### src/rtl/gauss_pkg.sv
// gauss_pkg: Gaussian coefficient tables for every odd window 3..15, the row-sum check,
// the accumulator width helper and the sigma select type.
package gauss_pkg;

    localparam int GAUSS_COEF_W = 12;
    localparam int GAUSS_NSIZE  = 7;
    localparam int GAUSS_NSIG   = 8;
    localparam int GAUSS_HMAX   = 8;

    typedef logic [2:0] sigma_t;
    typedef logic [GAUSS_NSIZE-1:0][GAUSS_NSIG-1:0][GAUSS_HMAX-1:0][GAUSS_COEF_W:0] coef_tab_t;

    function automatic int acc_width(input int data_w, input int coef_w);
        return data_w + coef_w + 1;
    endfunction

    // Q16 of exp(-1/(2*sigma^2)) for sigma 0.5, 0.75, 1, 1.5, 2, 3, 4; row 0 is the identity
    function automatic longint decay_q16(input int s);
        return longint'(s == 1 ? 8869 : s == 2 ? 26943 : s == 3 ? 39750 : s == 4 ? 52476 :
                        s == 5 ? 57835 : s == 6 ? 61995 : s == 7 ? 63520 : 0);
    endfunction

    // r^(d*d) in Q16, built from odd powers so no real arithmetic is needed
    function automatic longint weight_q16(input int s, input int d);
        longint r, r2, step, g;
        r = decay_q16(s);
        r2 = (r * r) >> 16;
        step = r;
        g = longint'(65536);
        for (int i = 0; i < d; i++) begin
            g = (g * step) >> 16;
            step = (step * r2) >> 16;
        end
        return g;
    endfunction

    // Outer taps are floored; the centre absorbs the remainder so each row sums to 2^COEF_W exactly
    function automatic coef_tab_t build_tab();
        coef_tab_t t;
        longint tot, side, w, c;
        t = '0;
        for (int z = 0; z < GAUSS_NSIZE; z++) begin
            for (int s = 0; s < GAUSS_NSIG; s++) begin
                tot = longint'(0);
                side = longint'(0);
                for (int d = 0; d <= z + 1; d++) begin
                    w = weight_q16(s, d);
                    tot = d == 0 ? tot + w : tot + w + w;
                end
                for (int d = 1; d <= z + 1; d++) begin
                    c = (weight_q16(s, d) << GAUSS_COEF_W) / tot;
                    t[z][s][z + 1 - d] = (GAUSS_COEF_W + 1)'(c);
                    side = side + c + c;
                end
                t[z][s][z + 1] = (GAUSS_COEF_W + 1)'((longint'(1) << GAUSS_COEF_W) - side);
            end
        end
        return t;
    endfunction

    function automatic bit row_sums_ok(input coef_tab_t t);
        bit ok;
        longint sum;
        ok = 1'b1;
        for (int z = 0; z < GAUSS_NSIZE; z++) begin
            for (int s = 0; s < GAUSS_NSIG; s++) begin
                sum = longint'(t[z][s][z + 1]);
                for (int k = 0; k <= z; k++) sum = sum + longint'(t[z][s][k]) + longint'(t[z][s][k]);
                ok = ok && (sum == (longint'(1) << GAUSS_COEF_W));
            end
        end
        return ok;
    endfunction

    localparam coef_tab_t GAUSS_TAB    = build_tab();
    localparam bit        GAUSS_TAB_OK = row_sums_ok(GAUSS_TAB);

endpackage

### src/rtl/gauss_coef_rom.sv
// gauss_coef_rom: combinational half-row lookup; coef[k] weights pixel k and its mirror,
// coef[TAPS/2] weights the centre pixel.
module gauss_coef_rom
    import gauss_pkg::*;
#(
    parameter int TAPS    = 11,
    parameter int COEF_W  = 12,
    parameter int SIGMA_W = 3
) (
    input  logic [SIGMA_W-1:0] sigma,
    output logic [COEF_W:0]    coef [(TAPS+1)/2]
);

    localparam int Z = TAPS / 2 - 1;

    sigma_t sel;

    assign sel = sigma_t'(sigma);

    // Tables are stored at the base fraction width; wider fractions scale exactly by shifting
    for (genvar k = 0; k < (TAPS + 1) / 2; k++) begin : g_coef
        assign coef[k] = (COEF_W + 1)'(GAUSS_TAB[Z][sel][k]) << (COEF_W - GAUSS_COEF_W);
    end

endmodule

### src/rtl/gauss_dotprod_pipe.sv
// gauss_dotprod_pipe: four-stage Gaussian window dot product with valid/ready and a global stall.
// Build option GAUSS_DOTPROD_ROUND_EN selects round-half-up; otherwise the result is truncated.
module gauss_dotprod_pipe
    import gauss_pkg::*;
#(
    parameter int TAPS    = 11,
    parameter int DATA_W  = 8,
    parameter int COEF_W  = 12,
    parameter int SIGMA_W = 3
) (
    input  logic               clk,
    input  logic               rst_n,
    input  logic               in_valid,
    output logic               in_ready,
    input  logic [SIGMA_W-1:0] in_sigma,
    input  logic [DATA_W-1:0]  in_data [TAPS],
    output logic               out_valid,
    input  logic               out_ready,
    output logic [DATA_W-1:0]  out_data
);

    localparam int H     = TAPS / 2;
    localparam int ACC_W = acc_width(DATA_W, COEF_W);
`ifdef GAUSS_DOTPROD_ROUND_EN
    localparam logic [ACC_W-1:0] RND = ACC_W'(1) << (COEF_W - 1);
`else
    localparam logic [ACC_W-1:0] RND = '0;
`endif

    if (TAPS < 3 || TAPS > 15 || TAPS % 2 == 0 || SIGMA_W < 1 || SIGMA_W > 3 ||
        COEF_W < GAUSS_COEF_W || !GAUSS_TAB_OK) begin : g_bad_cfg
        $error("gauss_dotprod_pipe: unsupported parameters or coefficient rows not normalised");
    end

    logic                    en;
    logic                    v1, v2, v3;
    logic [DATA_W-1:0]       d1 [TAPS];
    logic [SIGMA_W-1:0]      s1;
    logic [DATA_W:0]         p2 [H+1];
    logic [COEF_W:0]         c2 [H+1];
    logic [COEF_W:0]         rom_c [H+1];
    logic [ACC_W-1:0]        m3 [H+1];
    logic [ACC_W-1:0]        acc;
    logic [ACC_W-COEF_W-1:0] q;

    assign en       = !out_valid || out_ready;
    assign in_ready = en;

    gauss_coef_rom #(.TAPS(TAPS), .COEF_W(COEF_W), .SIGMA_W(SIGMA_W)) u_rom (
        .sigma(s1),
        .coef (rom_c)
    );

    always_comb begin
        acc = RND;
        for (int k = 0; k <= H; k++) acc = acc + m3[k];
        q = acc[ACC_W-1:COEF_W];
    end

    always_ff @(posedge clk or negedge rst_n) begin
        if (!rst_n) begin
            v1        <= 1'b0;
            v2        <= 1'b0;
            v3        <= 1'b0;
            out_valid <= 1'b0;
            out_data  <= '0;
            s1        <= '0;
            for (int k = 0; k < TAPS; k++) d1[k] <= '0;
            for (int k = 0; k <= H; k++) begin
                p2[k] <= '0;
                c2[k] <= '0;
                m3[k] <= '0;
            end
        end else if (en) begin
            v1 <= in_valid;
            d1 <= in_data;
            s1 <= in_sigma;
            v2 <= v1;
            c2 <= rom_c;
            for (int k = 0; k < H; k++) p2[k] <= (DATA_W + 1)'(d1[k]) + (DATA_W + 1)'(d1[TAPS-1-k]);
            p2[H] <= (DATA_W + 1)'(d1[H]);
            v3 <= v2;
            for (int k = 0; k <= H; k++) m3[k] <= ACC_W'(p2[k]) * ACC_W'(c2[k]);
            out_valid <= v3;
            // Unreachable with normalised rows, kept as a guard against table edits
            out_data <= q[DATA_W] ? '1 : q[DATA_W-1:0];
        end
    end

endmodule

### config.mk
export PLATFORM = sky130hd
export DESIGN_NAME = gauss_dotprod_pipe
export DESIGN_NICKNAME = d
export VERILOG_FILES = /design/src/rtl/gauss_pkg.sv /design/src/rtl/gauss_coef_rom.sv /design/src/rtl/gauss_dotprod_pipe.sv
export SDC_FILE = /design/constraint.sdc
export NUM_CORES = 2
export LEC_CHECK = 0
export CAP_MARGIN = 40
export CORE_UTILIZATION = 60
export DETAILED_ROUTE_END_ITERATION = 7
export PLACE_DENSITY = 0.78
export SYNTH_ARGS = -nofsm -noshare
export SYNTH_HDL_FRONTEND = slang
export SYNTH_HIERARCHICAL = 1
export SYNTH_SLANG_ARGS = --single-unit
### constraint.sdc
create_clock -name clk -period 8.2 [get_ports clk]
set_clock_uncertainty 0.15 [all_clocks]
set_input_delay 0.82 -clock clk [delete_from_list [all_inputs] [get_ports clk]]
set_output_delay 0.82 -clock clk [all_outputs]
set_load 0.1 [all_outputs]
Word-level counts from Yosys, hierarchy flattened
Memory sizes are Yosys's and may differ from the RTL's. A register that Yosys moved wholly into a read port is not among the register bits.
Cells that the tools add are included.
{ "classes": {"div": 0, "n_mul": 6, "eq_ne": 0, "n_bitwise": 0, "reduce_logical": 3, "order_cmp": 0, "addsub": 10, "n_mux": 1, "shift": 0} }
{ "ops": {"columns": ["operator", "n"], "rows": [
  ["adder 21 bit", 5],
  ["multiplier 9 x 13 -> 21 bit", 5],
  ["adder 8 x 8 -> 9 bit", 5],
  ["multiplier 8 x 13 -> 21 bit", 1],
  ["2-to-1 mux 8 bit", 1],
  ["zero test 1 bit", 2],
  ["logical OR 1 bit", 1]
]} }
{ "totals": {"output_inout_bits": 10, "mem_bits_ro": 832, "elab_cells": 50, "register_bits": 282, "n_memories": 1, "ram_bits": 0, "latch_bits": 0} }
{ "mem_list": {"columns": ["memory", "words", "width", "rd", "rd_ports_with_merged_regs", "write_ports", "line", "source"], "rows": [
  ["(no name shown)", 8, 104, 1, 1, 0, "gauss_coef_rom.sv:22", "assign coef[k] = (COEF_W + 1)'(GAUSS_TAB[Z][sel][k]) << (COEF_W - GAUSS_COEF_W);"]
]} }

Longest topological paths before layout
{ "depth": {"depth_word": 6, "depth_mapped": 20} }

Hierarchy
The synthesis kept the hierarchy.
{ "modules_own_cells": {"columns": ["mod", "area_per_inst_um2", "cells_per_inst", "n_inst"], "rows": [
  ["gauss_dotprod_pipe", 38435.6, 4397, 1],
  ["gauss_coef_rom", 699.4, 104, 1]
]} }

Worst setup path after synthesis
No wires, ideal clock.
{ "synth_path": {"path_type": "flip-flop to flip-flop", "from": "reg p2[27] (netlist bit)", "to": "reg m3[81] (netlist bit)", "period_less_slack_ns": 5.014, "arrival_time_ns": 4.768, "stages_incl_launch_ff": 18, "path_buffers": 1, "setup_slack_ns": 3.186, "path_cell_list": "dfrtp_1 -> clkbuf_1 -> nand2_1 -> fa_1 -> inv_1 -> fa_1 -> fa_1 -> inv_1 -> fa_1 -> inv_1 -> ha_1 -> a21o_1 -> o31a_1 -> o31a_1 -> o31a_1 -> o21a_1 -> o21a_1 -> o31ai_1"} }
{ "synth_between": {"elab_chain_len": 1} }
{ "synth_rtl": {"columns": ["element", "line", "source"], "rows": [
  ["start: declaration", "gauss_dotprod_pipe.sv:39", "logic [DATA_W:0] p2 [H+1];"],
  ["start signal: indexed assignment", "gauss_dotprod_pipe.sv:81", "p2[H] <= (DATA_W + 1)'(d1[H]);"],
  ["multiplier 9 x 13 -> 21 bit", "gauss_dotprod_pipe.sv:83", "for (int k = 0; k <= H; k++) m3[k] <= ACC_W'(p2[k]) * ACC_W'(c2[k]);"],
  ["end signal: indexed assignment", "gauss_dotprod_pipe.sv:72", "m3[k] <= '0;"],
  ["end: declaration", "gauss_dotprod_pipe.sv:42", "logic [ACC_W-1:0] m3 [H+1];"]
]} }
No other way between the ends.
A chain may end at the register's enable or synchronous reset.

Worst setup path in the final report
{ "layout_path": {"from": "reg p2[9] (netlist bit)", "to": "reg m3[41] (netlist bit)"} }
Same word-level chain as after synthesis.

==> metrics.md <==
| Metric | Value |
|---|---|
| Nets | `5386` |
| Vias in the first global route | `29544` |
| Setup TNS | `0 ps` |
| Fill count | `5267` |
| Worst slew pin tran | `1180 ps` |
| Final Cell Area | `42100 um2` |
| Layout cells sized above 1 | `0.0274` |
| Cts repair resizes | `0` |
| Synthesized cell area | `39100 um2` |
| Synth cell types | `slightly below 70` |
| Fin crit share | `0.662` |
| Die H | `257 um` |
| Post-DR vias/cell | `5.32` |
| Clk buf depth | `3` |
| Post-route minimum period | `5430 ps` |
| Final Wtd Congestion | `roughly 0.9` |
| Post-synth EDFFs | `0` |
| CTS HTree Levels | `2` |
| Worst setup EP type | `flop` |
| GR Util All Layers | `0.278` |
| Starting Density | `0.607` |
| Leading area contributor after synthesis | `fa_1` |
| Largest net degree at the start of global routing | `161` |
| Total gr overflow | `0` |
| Core ar. | `64500 um2` |
| FF-to-FF Start | `p2[9]$_DFFE_PN0P_` |
| First-pass GRT wire length | `149000 um` |
| Slew HR | `0.214` |
| Dominant cells by area after synthesis | `fa_1 27%, dfrtp_1 23%, ha_1 9.8%` |
| CP max FO | `14` |
| Slew Limit Fails | `0` |
| Worst skew pair latency | `between 500 and 600 ps` |
| Commonest non-fill, non-tap cell in the layout | `nand2_1` |
| Status | `finished, final reports clean` |
| Final setup viols | `0` |
| Syn. warnings | `6` |
| I/O Buffers | `104` |
| Async SR Flop Fraction | `1.00` |
| Ys flop type | `dfrtp_1` |
| Total number of vias | `roughly 28000` |
| Die ar. | `66200 um2` |
| Commonest non-fill, non-tap cells in the layout | `1000 x nand2_1, 797 x inv_1, 533 x fa_1, 367 x and2_1, 360 x dfrtp_1` |
| CTS root buffer | `clkbuf_16` |
| Seq/Total Area, Yosys | `0.230` |
| CTS tree | `done` |
| Antenna Nets Post-Route | `0` |
| Clock Sink Count | `360` |
| RSZ-0062 raised after global routing | `no` |
| Area grow syn2layout | `7.48%` |
| Core Util, Final | `0.653` |
| Max_cap viols | `0` |
| Cts bufs inserted | `43` |
| Crit path kind | `reg2reg` |
| Mapped Cells | `4501` |
| CP required | `approximately 8500 ps` |
| DR iter-0 viols | `around 1900` |
| Post-CTS Setup Inserts | `0` |
| Crit path DAT | `approximately 5700 ps` |
| DRC viols | `0` |
| Avg Cell Area, Syn | `8.69 um2` |
| Hold_buf cts | `0` |
| Diodes inserted | `0` |
| WHS | `79.5 ps` |
| Routed wire length | `87000 um` |
| Worst Setup SP | `p2[9]$_DFFE_PN0P_` |
| Placed Instance Area | `40600 um2` |
| Clock slew at reported path FFs | `60 ps` |
| Post-synth top area share | `0.273` |
| Initial antenna violation count | `0` |
| Dpl hpwl | `67700 um` |
| Wirelength per Cell | `approximately 16 um` |
| Final Hold Viols | `0` |
| Drt first pass iters | `6` |
| Register bit count reported by yosys | `360` |
| Die X | `257 um` |
| Setup crit start kind | `flop` |
| Placement Rows | `93` |
| R2R setup slack | `~2800 ps` |
| Num ports | `105` |
| Hold crit path type | `in2async` |
| F_max | `184 MHz` |
==> critical path, stage by stage (launching register included) <==
cell      delay, ps
dfrtp_1         630
nand2_1         150
fa_1            560
inv_1            40
ha_1            270
ha_1            270
inv_1            50
fa_1            480
inv_1            40
ha_1            200
fa_1            470
a21o_1          190
a211oi_1        280
nor2_1          110
o41ai_1         610
o221a_2         370
o311ai_0        160
xnor2_1         160
o21ai_0          80
==> cell families after synthesis <==
family,Yosys count,share of synthesized area
AO/OA/AOI/OAI,464,0.0744
XOR/XNOR,121,0.0273
adder cells (fa/ha/maj),839,0.370
buffers and inverters,1043,0.105
flip-flops,360,0.230
multiplexers,4,0.00118
other,1,0.0000958
AND/OR/NAND/NOR,1669,0.192
==> worst paths after layout <==
path                                       to  cells past startpoint
max                        m3[41]$_DFFE_PN0P_                     18
min                        c2[36]$_DFFE_PN0P_                      1
max reg2reg                m3[41]$_DFFE_PN0P_                     18
min reg2reg                d1[45]$_DFFE_PN0P_                      2
max in group asynchronous      v3$_DFFE_PN0P_                      2
min in group clk           d1[45]$_DFFE_PN0P_                      2
==> Yosys cell counts (6+ instances only) <==
cell type  count
and2_1       367
a21boi_0       6
inv_1        797
o21bai_1      11
o22a_1         7
a211oi_1      27
buf_1         11
nor2_1       148
ha_1         306
nor2b_1       14
or2_2          8
fa_1         533
xor2_1        49
a21o_1        42
or3_1         11
nand2_1     1000
buf_4         41
clkbuf_1     190
o31ai_1       23
nor3_1        39
nand2b_1      40
nand4_1        6
dfrtp_1      360
xnor2_1       71
o31a_1         7
o21a_1        14
o211ai_1       8
a21oi_1      156
nand3_1       21
o21ai_0      120
==> stage by stage <==
stage	std cells	worst slack [ps]
floorplan	4524	3190
global placement	5250	2980
global route	5341	2440
CTS	5341	2730
detailed placement	5262	2770
finish	5341	2770
==> sequential cells by signal (all words and copies together), names as in the netlist <==
signal and count:
m3 126, d1 88, c2 78, p2 53, out_data 8, s1 3
out_valid 1, v1 1, v2 1, v3 1
==> metal layers <==
metal	track usage	wire length (um)	vias up	share of wire
li1	-	-	13490	-
met1	0.381	38100	14061	0.44
met2	0.467	41700	742	0.48
met3	0.0294	4520	137	0.052
met4	0.0894	2700	0	0.031
met5	0	0	-	0
==> area by class of cell <==
type,instances,area [um2],share of cell area
Clock buffer,58,1230,0.0294
Inverter,799,3010,0.0715
Clock inverter,21,215,0.00512
Sequential cell,360,9010,0.214
Tap cell,855,1070,0.0254
Multi-Input combinational cell,3121,26100,0.621
Timing Repair Buffer,127,1400,0.0332
Power is not shown: default switching activity piles up to over one toggle a cycle in this logic, so the estimate is an artifact.
